--- config.mk ---
export PLATFORM = sky130hd
export DESIGN_NAME = mux16_rr_sel_ctrl
export DESIGN_NICKNAME = d
export VERILOG_FILES = /design/src/rtl/mux16_rr_sel_ctrl.sv
export SDC_FILE = /design/constraint.sdc
export NUM_CORES = 1
export LEC_CHECK = 0
export ABC_AREA = 1
export BUFFER_PORTS_ARGS = -buffer_cell sky130_fd_sc_hd__buf_2
export CORE_ASPECT_RATIO = 1.5
export CORE_MARGIN = 2
export CORE_UTILIZATION = 50
export DETAILED_ROUTE_END_ITERATION = 16
export GPL_TIMING_DRIVEN = 0
export MAX_ROUTING_LAYER = met4
export PLACE_DENSITY = 0.74
export SLEW_MARGIN = 20
export SYNTH_ARGS = -nofsm -noshare
export SYNTH_HDL_FRONTEND = slang
export SYNTH_SLANG_ARGS = --single-unit
--- constraint.sdc ---
create_clock -name clk -period 3 [get_ports clk]
set_input_delay 0.75 -clock clk [delete_from_list [all_inputs] [get_ports clk]]
set_output_delay 0.75 -clock clk [all_outputs]
set_load 0.03 [all_outputs]
--- src/rtl/mux16_rr_sel_ctrl.sv ---
// mux16_rr_sel_ctrl: round-robin owner selection for a shared 16:1 select mux.
// A single owner is granted at a time. The grant ends on release, on a dropped
// request, or when the hold limit is reached. There is always one dead cycle
// between grants, and sel keeps the last owner's index while no one is granted.
module mux16_rr_sel_ctrl #(
  parameter int unsigned MAX_HOLD = 8,
  parameter int unsigned CNT_W    = 8
) (
  input  logic             clk,
  input  logic             rst,
  input  logic [15:0]      req,
  input  logic             rel,
  output logic [3:0]       sel,
  output logic [15:0]      grant,
  output logic             gnt_valid,
  output logic             timeout,
  output logic [CNT_W-1:0] hold_cnt
);

  typedef enum logic [0:0] {
    ST_IDLE  = 1'b0,
    ST_GRANT = 1'b1
  } state_t;

  localparam logic [CNT_W-1:0] HOLD_LAST = CNT_W'(MAX_HOLD - 1);

  state_t           state_q, state_d;
  logic [3:0]       sel_q, sel_d;
  logic [15:0]      grant_q, grant_d;
  logic             gnt_valid_q, gnt_valid_d;
  logic             timeout_q, timeout_d;
  logic [CNT_W-1:0] hold_cnt_q, hold_cnt_d;
  logic [3:0]       last_owner_q, last_owner_d;

  logic [3:0]       win_idx_s;
  logic             win_found_s;
  logic             end_s;
  logic             to_end_s;

  // Round-robin pick: scan from the farthest offset to the nearest so the first set bit after last_owner wins.
  always_comb begin
    win_idx_s   = 4'd0;
    win_found_s = |req;
    for (int k = 16; k >= 1; k--) begin
      win_idx_s = req[4'(last_owner_q + 4'(k))] ? 4'(last_owner_q + 4'(k)) : win_idx_s;
    end
  end

  // Next-state logic, including the grant-end and timeout-end decisions.
  always_comb begin
    state_d  = state_q;
    end_s    = 1'b0;
    to_end_s = 1'b0;
    case (state_q)
      ST_IDLE: begin
        if (win_found_s) begin
          state_d = ST_GRANT;
        end else begin
          state_d = ST_IDLE;
        end
      end
      ST_GRANT: begin
        if (rel || !req[sel_q]) begin
          end_s   = 1'b1;
          state_d = ST_IDLE;
        end else if (hold_cnt_q == HOLD_LAST) begin
          end_s    = 1'b1;
          to_end_s = 1'b1;
          state_d  = ST_IDLE;
        end else begin
          state_d = ST_GRANT;
        end
      end
      default: begin
        state_d = ST_IDLE;
      end
    endcase
  end

  // Next values of the registered outputs and of the round-robin pointer.
  always_comb begin
    sel_d        = sel_q;
    grant_d      = grant_q;
    gnt_valid_d  = gnt_valid_q;
    timeout_d    = 1'b0;
    hold_cnt_d   = hold_cnt_q;
    last_owner_d = last_owner_q;
    case (state_q)
      ST_IDLE: begin
        if (win_found_s) begin
          sel_d       = win_idx_s;
          grant_d     = 16'h0001 << win_idx_s;
          gnt_valid_d = 1'b1;
          hold_cnt_d  = {CNT_W{1'b0}};
        end else begin
          grant_d     = 16'h0000;
          gnt_valid_d = 1'b0;
        end
      end
      ST_GRANT: begin
        if (end_s) begin
          grant_d      = 16'h0000;
          gnt_valid_d  = 1'b0;
          last_owner_d = sel_q;
          timeout_d    = to_end_s;
        end else begin
          hold_cnt_d = hold_cnt_q + CNT_W'(1);
        end
      end
      default: begin
        grant_d     = 16'h0000;
        gnt_valid_d = 1'b0;
      end
    endcase
  end

  // State and output registers. Reset leaves last_owner at 15 so requester 0 has top priority.
  always_ff @(posedge clk or posedge rst) begin
    if (rst) begin
      state_q      <= ST_IDLE;
      sel_q        <= 4'd0;
      grant_q      <= 16'h0000;
      gnt_valid_q  <= 1'b0;
      timeout_q    <= 1'b0;
      hold_cnt_q   <= {CNT_W{1'b0}};
      last_owner_q <= 4'd15;
    end else begin
      state_q      <= state_d;
      sel_q        <= sel_d;
      grant_q      <= grant_d;
      gnt_valid_q  <= gnt_valid_d;
      timeout_q    <= timeout_d;
      hold_cnt_q   <= hold_cnt_d;
      last_owner_q <= last_owner_d;
    end
  end

  assign sel       = sel_q;
  assign grant     = grant_q;
  assign gnt_valid = gnt_valid_q;
  assign timeout   = timeout_q;
  assign hold_cnt  = hold_cnt_q;

endmodule

Yosys cells after proc, flatten, opt, wreduce, memory -nomap -nowiden
Index checks and enable logic that the tools add are counted.
{"block": "totals", "inputBits": 19, "register_bits": 35, "output_inout_bits": 30, "word_cells": 120}
{"block": "classes", "mux": 68, "eq_ne": 4, "n_shift": 1, "addsub": 16, "magnitude_cmp": 17, "n_bitwise": 1, "n_reduce_logical": 6}
{"cell": "4-bit by 5-bit < comparator with 1-bit output, second input constant", "n": 17}
{"cell": "1-bit binary-select mux with 4-bit select", "n": 17}
{"cell": "4-bit two-way mux", "n": 16}
{"cell": "4-bit adder, second input constant", "n": 8}
{"cell": "16-bit two-way mux", "n": 2}
{"cell": "16-bit case mux with 2 select lines", "n": 1}
{"cell": "1-bit two-way mux", "n": 27}
{"cell": "4-bit by 3-bit adder with 4-bit output, second input constant", "n": 4}
{"cell": "8-bit two-way mux", "n": 2}
{"cell": "8-bit case mux with 2 select lines", "n": 1}
{"cell": "16-bit OR reduction", "n": 1}
{"cell": "1-bit by 4-bit << shifter with 16-bit output, first input constant", "n": 1}
{"cell": "4-bit by 2-bit adder with 4-bit output, second input constant", "n": 2}
{"cell": "8-bit by 1-bit adder with 8-bit output, second input constant", "n": 1}
{"cell": "8-bit by 3-bit == test with 1-bit output, second input constant", "n": 1}
{"cell": "2-bit AND reduction", "n": 3}
{"cell": "4-bit by 1-bit adder with 4-bit output, second input constant", "n": 1}
{"cell": "2-bit != test, second input constant", "n": 2}
{"cell": "1-bit case mux with 2 select lines", "n": 2}
{"cell": "2-bit by 1-bit != test with 1-bit output, second input constant", "n": 1}
{"cell": "1-bit logical NOT", "n": 1}
{"cell": "1-bit logical OR", "n": 1}
{"cell": "1-bit NOT", "n": 1}

Depth between registers and ports, before layout
Gate-level depths: netlist of run 1.
{"block": "logic_depth", "ltp_word": 21, "mapped_depth": 34, "ltp_nobuf": 31}

Worst setup path after synthesis of run 1
OpenSTA, ideal clock, no wires.
{"block": "synth_path", "path_type": "flip-flop to flip-flop", "from": "register last_owner_q[0]", "to": "register grant_q[3] (netlist: grant[3])", "setup_ns": 0.117, "t_arrival_ns": 3.039, "period_less_slack_ns": 3.156, "n_path_buf": 4, "stages_incl_launch_ff": 33, "slack_ns": -0.156, "t_required_ns": 2.883, "path_cell_list": "dfstp_2 buf_6 inv_6 buf_6 buf_2 ha_1 inv_1 buf_2 nand3_2 nand3_1 nand2_1 nand2_1 nand2_2 inv_2 nand3_1 nand2_1 nand2_1 nand2_1 nand2_1 nand2_1 nand2_1 nand2_1 nand2_1 nand2_1 nand2_1 nand2_1 nand2_1 nand2_2 nand2_1 o21ai_2 nor2_2 nand2_1 nand2_1"}
{"block": "synth_via", "elab_chain_len": 21, "elab_cells_between_ends": 66, "classes_between": "add/sub: 15; shift: 1; mux: 50"}
{"element": "from (decl)", "line": "33", "text": "logic [3:0] last_owner_q, last_owner_d;"}
{"element": "from (signal assigned)", "line": "134", "text": "last_owner_q <= last_owner_d;"}
{"element": "4-bit adder or 1-bit binary-select mux with 4-bit select (tied branches)", "line": "45", "text": "win_idx_s = req[4'(last_owner_q + 4'(k))] ? 4'(last_owner_q + 4'(k)) : win_idx_s;"}
{"element": "1-bit binary-select mux with 4-bit select or 1-bit two-way mux (tied branches)", "line": "45"}
{"element": "1-bit two-way mux (implied by the code) or 4-bit two-way mux (tied branches)", "line": "45"}
{"element": "4-bit two-way mux (14 in series)", "line": "45"}
{"element": "4-bit two-way mux *", "line": "45"}
{"element": "1-bit by 4-bit << shifter with 16-bit output *", "line": "92", "text": "grant_d = 16'h0001 << win_idx_s;"}
{"element": "16-bit two-way mux *", "line": "90", "text": "if (win_found_s) begin"}
{"element": "16-bit case mux with 2 select lines *", "line": "88", "text": "case (state_q)"}
{"element": "to (signal assigned)", "line": "130", "text": "grant_q <= grant_d;"}
{"element": "to (decl)", "line": "29", "text": "logic [15:0] grant_q, grant_d;"}
Mark *: on every way between the ends. The rest lies on a longest branch, timed or not. The select of a mux whose other input is x is not followed.
A chain may end at the register's enable or synchronous reset.

Worst setup path after layout of run 1
{"block": "layout_path", "from": "register last_owner_q[0]", "to": "register grant_q[2] (netlist: grant[2])"}
The elaborated chain is that of the path after synthesis.

==> results.json, run 1 <==
{
  "synth_top_area_share_pct": 23.97,
  "syn_nets": 581,
  "cap_violations": 0,
  "grt_pass1_vias": 3699,
  "met3_length_um": 522,
  "topRoutingLayerUsed": "met4",
  "timing.critical_path.arrival_ns": 3.27,
  "place.gp.congestion": 0.9248,
  "postSynthCellCount": 554,
  "cts_root_buf": "clkbuf_8",
  "final_cells": 715,
  "grt_pass1_wl_mm": 17.69,
  "clock_tree.buffer_depth": 2,
  "fin_area_um2": 4432,
  "synth.most_common_cell": "nand2_1",
  "ant_nets": 0,
  "status": "finished, violations left",
  "die_y_um": 105.4,
  "cts_tree": "built",
  "end_kind": "register",
  "viasPerCell": 5.571,
  "grt_max_degree": 36,
  "antenna_found_initial": 0,
  "skew_ns": 0.003059,
  "synth_edf_count": 0,
  "place_area_um2": 3796,
  "avgSynthCellArea_um2": 6.191,
  "detail_route.wl_per_cell_um": 15.91,
  "vias": 3983,
  "grt_setup_unrepaired": "yes",
  "ys_ff_latch": 35,
  "clkSinkCount": 35,
  "first_iter_violations": 235,
  "start_util_pct": 50.74,
  "setup_viol": 3,
  "synth-main-ff-cell": "dfrtp_1",
  "nets": 663,
  "drive_above_1_share_pct": 31.87,
  "synth.yosys.seq_area_share_pct": 25.68,
  "htree_levels": 2,
  "clk-insertion-delay-late_ns": 0.30,
  "area_delta_synth_final_pct": 29.22,
  "yosysUniqueCellTypes": 35,
  "die_w_um": 71.62,
  "crit_type": "register to register",
  "pin_count": 49,
  "maxSlewViolCount": 0,
  "hold_violations": 0,
  "diodes": 0,
  "wirelength_mm": 11.38,
  "violations": "setup timing",
  "crit_path_start_kind": "register",
  "synthArstFlopShare_pct": 100.0,
  "yosys.area.top_type": "nand2_1",
  "fin_crit_sh_pct": 101.1,
  "cp.required_ns": 3.24,
  "row_count": 37,
  "dr_wl_met2_mm": 6.137,
  "netlist_top_cells_area": "nand2_1, dfrtp_1, nand3_1",
  "yosysWarnings": 0,
  "clk_transition_reported_paths_ns": 0.07,
  "critPathMaxFanout": 8,
  "period_needed_ns": 3.033,
  "worst_pin_slew_ns": 0.7132,
  "netlist_top_cells_count": "nand2_1, nand3_1, a21oi_1, inv_1, dfrtp_1",
  "whs_ns": 0.4702,
  "hp-class": "register to register",
  "cts_made_buffers": 5,
  "drc_errors": 0,
  "drt-met1-wl_mm": 4.153,
  "max_clock_freq_mhz": 329.7,
  "synth_area_um2": 3430,
  "setup_ws_ns": -0.03344,
  "die_area_um2": 7551,
  "dp.cells": 680,
  "dr.pass1.iters": 5,
  "io_buffers": 48,
  "track_usage_pct": 30.97,
  "place.detailed.hpwl_mm": 8.175,
  "relSlewSlack_pct": 52.39,
  "core-area_um2": 6759,
  "overflow": 0
}
## kinds of logic after synthesis
logic type | Yosys count | synth area share, %
mux | 3 | 0.8756
simple gates | 362 | 46.99
buf+inv | 67 | 8.865
flops | 35 | 25.68
fa+ha+maj | 8 | 2.919
xor+xnor | 5 | 2.043
compound gates | 74 | 12.62
## layout by cell type (no fill, tap or decap), types with 2 or more instances in the layout
master      synthesis  routed
clkinvlp_4          0       2
inv_1              41      37
inv_2               9       7
o21ai_0            18      15
inv_4               0       5
nand3_1            79      60
nand2_4             4      12
nor3_1              4       4
mux2i_1             3       3
ha_4                0       3
nand4_1             3       3
dfstp_2             4       4
nand3_2             3      20
nor4_1              4       4
nor2_4              3       6
nand2_1           219     198
a21oi_1            42      40
nor2_1             19      18
clkbuf_1            4       4
a21oi_4             2       4
buf_2               5      48
ha_1                8       5
nand2_2            19      32
nand3_4             0       2
dfrtp_1            31      31
clkbuf_8            0       5
nor2_2              4       2
a21oi_2             2       3
o21a_1              2       2
o221ai_1            4       4
xor2_2              1       3
buf_4               1      26
buf_6               5       5
o21ai_1             0       2
o21ai_2             3       3
buf_8               0       4
## final cells by class
type / count / area, um^2
plain buffers: 12 / 113.9
repair buffers: 76 / 461.7
inverters: 52 / 224.0
multi-input cells: 453 / 2560
repair inverters: 1 / 8.758
flip-flops and latches: 35 / 880.8
fillers: 635 / 2327
clock inverters: 2 / 12.51
clock buffers: 6 / 72.57
well taps: 78 / 97.59
## through the flow
stage / setup WS [ns] / setup TNS, ns / utilization (%)
final: -0.03344 / -0.06589 / 65.57
after global routing: -0.2463 / -3.645 / 65.57
after CTS: -0.002368 / -0.002368 / 60.77
after detailed placement: -0.4482 / -7.891 / 56.16
after global placement: -0.4111 / -7.492 / 56.16
after floorplan: 0.01055 / 0 / -
## final timing paths
kind                            cells past startpoint  slack (ns)                        start                 endpoint
worst max-delay path                               15       -0.03  last_owner_q[0]$_DFFE_PP1P_     grant[2]$_DFFE_PP0P_
worst min-delay path                                2        0.47        grant[15]$_DFFE_PP0P_    grant[15]$_DFFE_PP0P_
worst max register to register                     15       -0.03  last_owner_q[0]$_DFFE_PP1P_     grant[2]$_DFFE_PP0P_
worst min register to register                      2        0.47        grant[15]$_DFFE_PP0P_    grant[15]$_DFFE_PP0P_
max in group asynchronous                           2        1.98                          rst  hold_cnt[7]$_DFFE_PP0P_
min in group asynchronous                           2        0.56                          rst     grant[1]$_DFFE_PP0P_
## worst max-delay path, cell delays in order, from the launching register on
cell and delay [ns]:
dfstp_2 0.55, buf_8 0.13, inv_12 0.04, ha_4 0.29
buf_8 0.14, nand3_1 0.13, nand3_1 0.12, nand2_1 0.09
nand2_1 0.30, nand2_1 0.22, a21oi_1 0.30, nand2_4 0.12
buf_4 0.16, a21oi_4 0.18, nand3_1 0.11, nand2_1 0.09
## repair_timing
| item | in CTS | in global routing |
|---|---|---|
| hold endpoints to repair | 0 | 0 |
| pin swaps | 11 | 27 |
| resized for setup | 34 | 57 |
| hold buffers | 0 | 0 |
| setup endpoints to repair | 20 | 21 |
| cloned | 2 | 0 |
| setup buffers | 12 | 16 |
## layer usage
| metal | track usage (%) | vias up |
|---|---|---|
| li1 | - | 1968 |
| met1 | 32.48 | 1833 |
| met2 | 57.14 | 147 |
| met3 | 2.008 | 35 |
| met4 | 15.09 | 0 |
| met5 | - | - |
## state kept, by name, indices dropped and copies added, names as in the netlist
| register | flops |
|---|---|
| hold_cnt | 8 |
| grant | 16 |
| gnt_valid | 1 |
| last_owner_q | 4 |
| state_q | 1 |
| timeout | 1 |
| sel | 4 |
Power of run 1 is left out: the tool's default activity adds up to more than one toggle a clock period on the data nets, which glitch-free logic cannot reach.
==> inputs of run 2 (changes only) <==
--- a/config.mk
+++ b/config.mk
@@ -11,7 +11,6 @@
 export CORE_MARGIN = 2
 export CORE_UTILIZATION = 50
 export DETAILED_ROUTE_END_ITERATION = 16
-export GPL_TIMING_DRIVEN = 0
 export MAX_ROUTING_LAYER = met4
 export PLACE_DENSITY = 0.74
 export SLEW_MARGIN = 20
==> constraint.sdc (replaced) <==
create_clock -name clk -period 3 [get_ports clk]
set_input_delay 0.6 -clock clk [delete_from_list [all_inputs] [get_ports clk]]
set_output_delay 0.6 -clock clk [all_outputs]
set_load 0.03 [all_outputs]
==> run 2 against run 1 <==
  * The run still ends with setup timing left
  * Non-clock buffer count fell by 1
  * Sequential share of layout area increased by 0.33 points
  * Core utilization is 1.1 points lower
  * Design area shrank 1.6%
  * Setup slack lost 0.072 ns
  * Clock skew up 0.0018 ns
  * Flip-flop and latch count unchanged
  * First-iteration DRC count unchanged
  * Critical path depth grew 13
  * Die area is the same
  * Via count decreased by 1.2%
  * Maximum frequency shrank 2.3%
  * Critical path type unchanged
  * Largest cell class unchanged
==> results.json, run 2 (same netlist as run 1, synthesis figures left out) <==
{
  "busiest_layer": "met2",
  "row_count": 37,
  "finish.utilization_pct": 64.51,
  "track_usage_pct": 30.30,
  "grt_use_met2_pct": 51.59,
  "timing.critical_path.arrival_ns": 3.29,
  "wirelength_mm": 10.60,
  "cpLargestDelayFamily": "simple AND/OR/NAND/NOR gates",
  "cap_violations": 0,
  "place_area_um2": 3899,
  "setup_ws_ns": -0.1057,
  "overflow": 0,
  "crit_top_cell": "nand2_1",
  "first_iter_violations": 235,
  "antenna_found_initial": 0,
  "crit_type": "register to register",
  "cp_slowest_stage_delay_ns": 0.57,
  "clock_tree.buffer_depth": 2,
  "critPathMaxFanout": 8,
  "clk_transition_reported_paths_ns": 0.07,
  "die_w_um": 71.62,
  "setup_viol": 18,
  "detail_route.wl_per_cell_um": 14.89,
  "use_met3_pct": 2.008,
  "layout_commonest_cell": "nand2_1",
  "fin_area_um2": 4360,
  "drive_above_1_share_pct": 30.28,
  "hp-class": "input pin to async pin",
  "start_util_pct": 50.74,
  "worst-path-buf-inv": 4,
  "dr.pass1.iters": 6,
  "hold_violations": 0,
  "grt_pass1_vias": 3883,
  "maxSlewViolCount": 0,
  "violations": "setup timing",
  "crit_path_start_kind": "register",
  "nets": 660,
  "status": "finished, violations left",
  "cts_root_buf": "clkbuf_8",
  "ant_nets": 0,
  "cts_made_buffers": 5,
  "grt_max_degree": 36,
  "ctsHoldBuffers": 0,
  "die_area_um2": 7551,
  "vias": 3936,
  "skew_ns": 0.004900,
  "diodes": 0,
  "cp.required_ns": 3.18,
  "period_needed_ns": 3.106,
  "place.gp.congestion": 1.021,
  "place.detailed.hpwl_mm": 8.121,
  "clk-insertion-delay-late_ns": 0.29,
  "grt_pass1_wl_mm": 17.82,
  "critPathSlowestCell": "dfstp_2",
  "cp-startpoint": "last_owner_q[1]$_DFFE_PP1P_",
  "final_cell_mix": "nand2_1, nand3_1, buf_2, a21oi_1, inv_1",
  "area_delta_synth_final_pct": 27.14,
  "r2r_start": "last_owner_q[1]$_DFFE_PP1P_",
  "largest_register_ffs": 16,
  "worst_pin_slew_ns": 0.6042,
  "max_clock_freq_mhz": 322.0,
  "pin_count": 49,
  "end_kind": "register",
  "use_met1_pct": 34.06,
  "relSlewSlack_pct": 59.29,
  "io_buffers": 48,
  "clkSinkCount": 35,
  "cts_tree": "built",
  "core-area_um2": 6759,
  "htree_levels": 2,
  "grt_setup_unrepaired": "yes",
  "fin_crit_sh_pct": 103.5,
  "viasPerCell": 5.528,
  "drc_errors": 0,
  "die_y_um": 105.4
}
## run 2: cell types whose count changed in the layout (fill, tap and decap cells not counted), moves of 3 or more
cell,change
buf_8,-3
clkbuf_1,-4
nand2_1,+9
buf_6,-5
buf_4,+10
inv_4,-3
nand2_4,-5
nand2_2,-4
## run 2: layout make-up
| cell class | instances | area (um^2) |
|---|---|---|
| Clock buffer | 6 | 82.58 |
| Inverter | 52 | 209.0 |
| Sequential cell | 35 | 880.8 |
| Tap cell | 78 | 97.59 |
| Timing Repair Buffer | 87 | 565.5 |
| Fill cell | 620 | 2399 |
| Multi-Input combinational cell | 452 | 2490 |
| Clock inverter | 2 | 35.03 |
## run 2: worst paths after layout
kind                            cells past startpoint  slack [ns]                          end
worst max-delay path                               28       -0.11        grant[15]$_DFFE_PP0P_
worst min-delay path                                3        0.39         grant[8]$_DFFE_PP0P_
worst max register to register                     28       -0.11        grant[15]$_DFFE_PP0P_
worst min register to register                      2        0.47         grant[2]$_DFFE_PP0P_
max in group asynchronous                           3        2.26  last_owner_q[0]$_DFFE_PP1P_
min in group clk                                    2        0.47         grant[2]$_DFFE_PP0P_
## run 2: metrics by stage
step | hold slack (ns) | setup WS (ns) | TNS [ns] | cells
floorplan | 0.4943 | 0.01055 | 0 | 554
global placement | 0.4523 | -0.03834 | -0.07309 | 692
detailed placement | 0.4607 | -0.06327 | -0.3295 | 692
CTS | 0.4014 | 0.003128 | 0 | 705
global route | 0.4394 | -0.3426 | -6.048 | 712
finish | 0.3944 | -0.1057 | -0.9101 | 712
## run 2: worst reg2reg max path, delay by kind of cell (launching register included)
kind / cells / cell delay (ns)
adders and majority gates: 1 / 0.35
and+or+nand+nor: 21 / 1.22
DFF: 1 / 0.57
buffers and inverters: 4 / 0.60
AOI/OAI and AO/OA: 2 / 0.25
## run 2: layer usage
layer | vias to the layer above | part of all wire, % | wire, um
li1 | 1953 | - | -
met1 | 1799 | 38 | 4079
met2 | 141 | 51 | 5449
met3 | 43 | 4.2 | 448
met4 | 0 | 5.9 | 624
met5 | - | 0 | 0
## run 2: timing repair
| action | CTS | global route |
|---|---|---|
| resized for setup | 23 | 32 |
| pin swaps | 15 | 19 |
| setup buffers | 5 | 7 |
| gates cloned | 0 | 0 |
| setup endpoints to repair | 16 | 20 |
Power of run 2 is left out for the same reason.
